$ cat src/rtl/lfsr_hex_gen.sv
// Maximal-length Fibonacci LFSR with prescaled free-run or manual stepping,
// seed load, and an active-low seven-segment view of the low STATE nibbles.
module lfsr_hex_gen #(
  parameter int               WIDTH     = 16,
  parameter int               DIGITS    = 2,
  parameter int               DIV       = 50000000,
  parameter logic [WIDTH-1:0] SEED_INIT = 16'hACE1
) (
  input  logic                CLK,
  input  logic                RST_N,
  input  logic                EN,
  input  logic                STEP,
  input  logic                LOAD,
  input  logic [WIDTH-1:0]    SEED,
  output logic [DIGITS*7-1:0] HEX,
  output logic                NEW,
  output logic [WIDTH-1:0]    STATE
);

  localparam int CW = $clog2(DIV);
  localparam logic [CW-1:0] CNT_LAST = CW'(DIV - 1);
  localparam logic [31:0] TAPS = (WIDTH == 8)  ? 32'h0000_00B8 :
                                 (WIDTH == 16) ? 32'h0000_D008 :
                                 (WIDTH == 24) ? 32'h00E1_0000 :
                                                 32'h8020_0003;

  typedef enum logic {MANUAL = 1'b0, RUN = 1'b1} fsm_t;

  fsm_t                r_fsm;
  logic [CW-1:0]       r_cnt;
  logic [WIDTH-1:0]    r_lfsr;
  logic                r_upd;
  logic [DIGITS*4-1:0] r_disp;
  logic                r_new;

  logic [CW-1:0]       w_cnt_base;
  logic [CW-1:0]       w_cnt_nxt;
  logic                w_tick;
  logic                w_step;
  logic                w_fb;

  function automatic logic [6:0] seg7(input logic [3:0] n);
    case (n)
      4'h0: return 7'h40;
      4'h1: return 7'h79;
      4'h2: return 7'h24;
      4'h3: return 7'h30;
      4'h4: return 7'h19;
      4'h5: return 7'h12;
      4'h6: return 7'h02;
      4'h7: return 7'h78;
      4'h8: return 7'h00;
      4'h9: return 7'h10;
      4'hA: return 7'h08;
      4'hB: return 7'h03;
      4'hC: return 7'h46;
      4'hD: return 7'h21;
      4'hE: return 7'h06;
      default: return 7'h0E;
    endcase
  endfunction

  // Entering RUN the count restarts from 0, so the first tick lands DIV edges later.
  always_comb begin
    w_cnt_base = (r_fsm == MANUAL) ? '0 : r_cnt;
    w_tick     = EN && (w_cnt_base == CNT_LAST);
    w_cnt_nxt  = (!EN || LOAD || w_tick) ? '0 : w_cnt_base + CW'(1);
    w_step     = !LOAD && (EN ? w_tick : STEP);
    w_fb       = ^(r_lfsr & TAPS[WIDTH-1:0]);
  end

  always_ff @(posedge CLK or negedge RST_N) begin
    if (!RST_N) begin
      r_fsm <= MANUAL;
      r_cnt <= '0;
    end else begin
      r_fsm <= EN ? RUN : MANUAL;
      r_cnt <= w_cnt_nxt;
    end
  end

  always_ff @(posedge CLK or negedge RST_N) begin
    if (!RST_N) begin
      r_lfsr <= SEED_INIT;
      r_upd  <= 1'b0;
    end else begin
      r_upd <= LOAD || w_step || (r_lfsr == '0);
      if (r_lfsr == '0)
        r_lfsr <= WIDTH'(1);
      else if (LOAD)
        r_lfsr <= (SEED == '0) ? WIDTH'(1) : SEED;
      else if (w_step)
        r_lfsr <= {r_lfsr[WIDTH-2:0], w_fb};
    end
  end

  // Display stage: follows the LFSR by one cycle, NEW marks the refresh.
  always_ff @(posedge CLK or negedge RST_N) begin
    if (!RST_N) begin
      r_disp <= '0;
      r_new  <= 1'b0;
    end else begin
      r_new <= r_upd;
      if (r_upd)
        r_disp <= r_lfsr[DIGITS*4-1:0];
    end
  end

  for (genvar k = 0; k < DIGITS; k++) begin : g_seg
    assign HEX[7*k +: 7] = seg7(r_disp[4*k +: 4]);
  end

  assign NEW   = r_new;
  assign STATE = r_lfsr;

endmodule

$ cat config.mk
export PLATFORM = sky130hd
export DESIGN_NAME = lfsr_hex_gen
export DESIGN_NICKNAME = d
export VERILOG_FILES = /design/src/rtl/lfsr_hex_gen.sv
export SDC_FILE = /design/constraint.sdc
export NUM_CORES = 1
export LEC_CHECK = 0
export ABC_AREA = 1
export CORE_MARGIN = 8
export CORE_UTILIZATION = 45
export CTS_CLUSTER_SIZE = 10
export DETAILED_ROUTE_END_ITERATION = 10
export PLACE_DENSITY = 0.76
export SLEW_MARGIN = 20
export SYNTH_ARGS = -nofsm -noshare
export SYNTH_HDL_FRONTEND = slang
export SYNTH_SLANG_ARGS = --single-unit
$ cat constraint.sdc
create_clock -name CLK -period 3.95 [get_ports CLK]
set_clock_uncertainty 0.15 [all_clocks]
set_input_delay 0.79 -clock CLK [delete_from_list [all_inputs] [get_ports CLK]]
set_output_delay 0.79 -clock CLK [all_outputs]
set_load 0.1 [all_outputs]
==> impl_metrics.tcl <==
set metrics [dict create \
    outcome "complete, no violations" \
    worst_slew_pin_slew_ns 0.978 \
    p_leak_nw 1.97 \
    synth_fp_nets 562 \
    fp.dieW_um 106 \
    yosys_warnings 0 \
    netlist.area_leader.share_pct 31.1 \
    synth.area.top_cells "dfrtp_1 31%, nand2_1 14%, nor2_1 10%" \
    synth_cells 527 \
    place_hpwl_um 6850 \
    synth_cell_type_count 32 \
    cts_buffer_depth 2 \
    yosysMostFrequentCell "nand2_1" \
    cts_setup_buffers 0 \
    h-tree-depth 2 \
    critical-path-max-stage-delay_ns 1.15 \
    peakVddDrop_mv 0.172 \
    rsz0062_at_grt "no" \
    port_buffers 51 \
    path_cells "clkdlybuf4s50_1" \
    ys_async_sr_fraction_pct 100 \
    drtIter0Drc 246 \
    synth-seq-cells 53 \
    design.core.area_um2 7770 \
    synth_common_cells "138 x nand2_1, 99 x nor2_1, 55 x inv_1" \
    critical_path_depth 1 \
    grt_pass1_vias 3318 \
    synth-seq-area-share_pct 36.9 \
    vias 3455 \
    fin_ws_ns 0.975 \
    synth_area_um2 3620 \
    die_y_um 106 \
    hp-class "in2async" \
    synth_edf_count 0 \
    num-fill-cells 769 \
    die_area_um2 11200 \
    ctsHoldBuffers 0 \
    cp_max_fo 5 \
    min_period_over_period_pct 75.3 \
    grt_max_degree 51 \
    path_buf_inv 1 \
    drc_errors 0 \
    grt_overflow 0 \
    maxSlewHeadroom_pct 34.6 \
    area_delta_synth_final_pct 17.0 \
    initial_core_util_pct 46.7 \
    synth_ff_type "dfrtp_1" \
    dp_slack_ns 1.31 \
    nets 606 \
    wl_um 8940 \
    grt_first_pass_wirelength_um 15300 \
    viasPerCell 5.13 \
    worst_skew_pair.late_latency_ns 0.30 \
    numCtsBuffers 5 \
    critPathLaunchType "register" \
    drtAntennaViolNets 0 \
    r2r_cells 9 \
    hold_slack_ns 0.328 \
    synth_top_area_cell "dfrtp_1" \
    cp.arrival_ns 2.04 \
    maxSlewViolCount 0 \
    clock_sinks 53 \
    drive_above_1_share_pct 10.3 \
    synth.avg_cell_area_um2 6.88 \
    crit_type "reg2out" \
    setup_viol 0 \
    cts_tree "built" \
    place_inst 666 \
    gp_congestion 0.952 \
    finalNonFillerCells 674 \
    path_delay_family "buffers and inverters" \
    ioPinCount 52 \
    grt_usage_pct 16.1 \
    cap_violations 0 \
    clk_pin_slew_worst_paths_ns 0.09 \
    routedWlPerCell_um 13.3 \
    cts_root_buffer "clkbuf_8" \
    ctsResizeCount 0 \
    drt_pass1_iterations 5 \
    crit_path_end_kind "primary output" \
    hold_viol 0 \
    finalCriticalPeriod_ns 2.98 \
    num_rows 32 \
    p_per_area_nw_per_um2 450 \
    setup_tns_ns 0 \
    antenna_found_initial 0 \
    slowest_stage "clkdlybuf4s50_1" \
    n_antenna_cell 0 \
    critical_path_required_ns 3.01 \
    fmax_mhz 336 \
]
[state kept, by name, summed over array words and instances (netlist names)]
signal / flops
NEW: 1
r_cnt: 26
r_fsm: 1
STATE: 16
r_disp: 8
r_upd: 1
[power by group]
part | switching (mW) | internal, mW
combinational | 0.726 | 0.209
sequential | 0.0592 | 0.593
clock | 0.179 | 0.143
total | 0.964 | 0.945
[through the flow]
stage | power (mW) | utilization [%] | cell area [um2]
floorplan | 1.38 | - | 3620
global placement | 1.58 | 53.3 | 4140
detailed placement | 1.60 | 53.3 | 4140
CTS | 1.92 | 54.6 | 4240
global route | 2.01 | 54.6 | 4240
finish | 1.91 | 54.6 | 4240
[cells in the final DEF, fill, tap and decap left out]
master           Yosys  routed
nand2_1            138     138
nor2_1              99      99
inv_1               55      55
dfrtp_1             45      45
nand3_1             36      36
clkdlybuf4s50_1      0      36
a21oi_1             28      28
buf_4                0      19
o21ai_0             16      16
nor3_1              14      14
ha_1                14      14
xor2_1               9       9
dfstp_2              8       8
nand2_2              8       8
xnor2_1              8       8
nor2_2               7       7
clkbuf_8             0       6
nand4_1              5       5
mux2i_1              4       4
a32o_1               2       2
nand3_2              2       2
or2_2                2       2
nand2_4              2       2
and2_1               1       1
inv_2                1       1
o21ai_1              1       1
nor3_2               1       1
a21oi_2              1       1
nand3b_1             1       1
nor4_1               1       1
clkinv_4             0       1
clkinv_2             0       1
[cell type report]
class	instances	area (um2)	area share (%)
repair buffers	55	503	11.9
clock inverters	2	13.8	0.324
clock buffers	6	82.6	1.95
flip-flops and latches	53	1340	31.5
well taps	102	128	3.01
multi-input cells	400	1970	46.4
inverters	56	210	4.96
[worst paths after layout]
kind / start / to / slack [ns]
min in group CLK: STATE[15] / STATE[15] / 0.35
worst min-delay path: RST_N / r_cnt[6] / 0.33
max in group asynchronous: RST_N / STATE[10] / 2.69
worst min register to register: STATE[15] / STATE[15] / 0.35
worst max register to register: r_fsm / r_cnt[2] / 1.39
worst max-delay path: STATE[11] / STATE[11] / 0.97
[metal layers]
| metal | global-route usage [%] | share of wire, % | vias up |
|---|---|---|---|
| met5 | 0 | 0 | - |
| met4 | 5.03 | 2.0 | 0 |
| met3 | 2.98 | 5.8 | 14 |
| met2 | 27.5 | 48 | 104 |
| met1 | 19.9 | 44 | 1598 |
| li1 | - | - | 1739 |
[cells by family after synthesis]
kind of cell               share of synthesized area (%)
AOI/OAI and AO/OA                                   7.01
xor gates and xnor gates                            4.11
adders and majority gates                           4.83
buffers and inverters                               8.84
DFF                                                 36.9
muxes                                               1.10
and+or+nand+nor                                     37.2
Note: power is estimated with default switching activity, not from simulation.
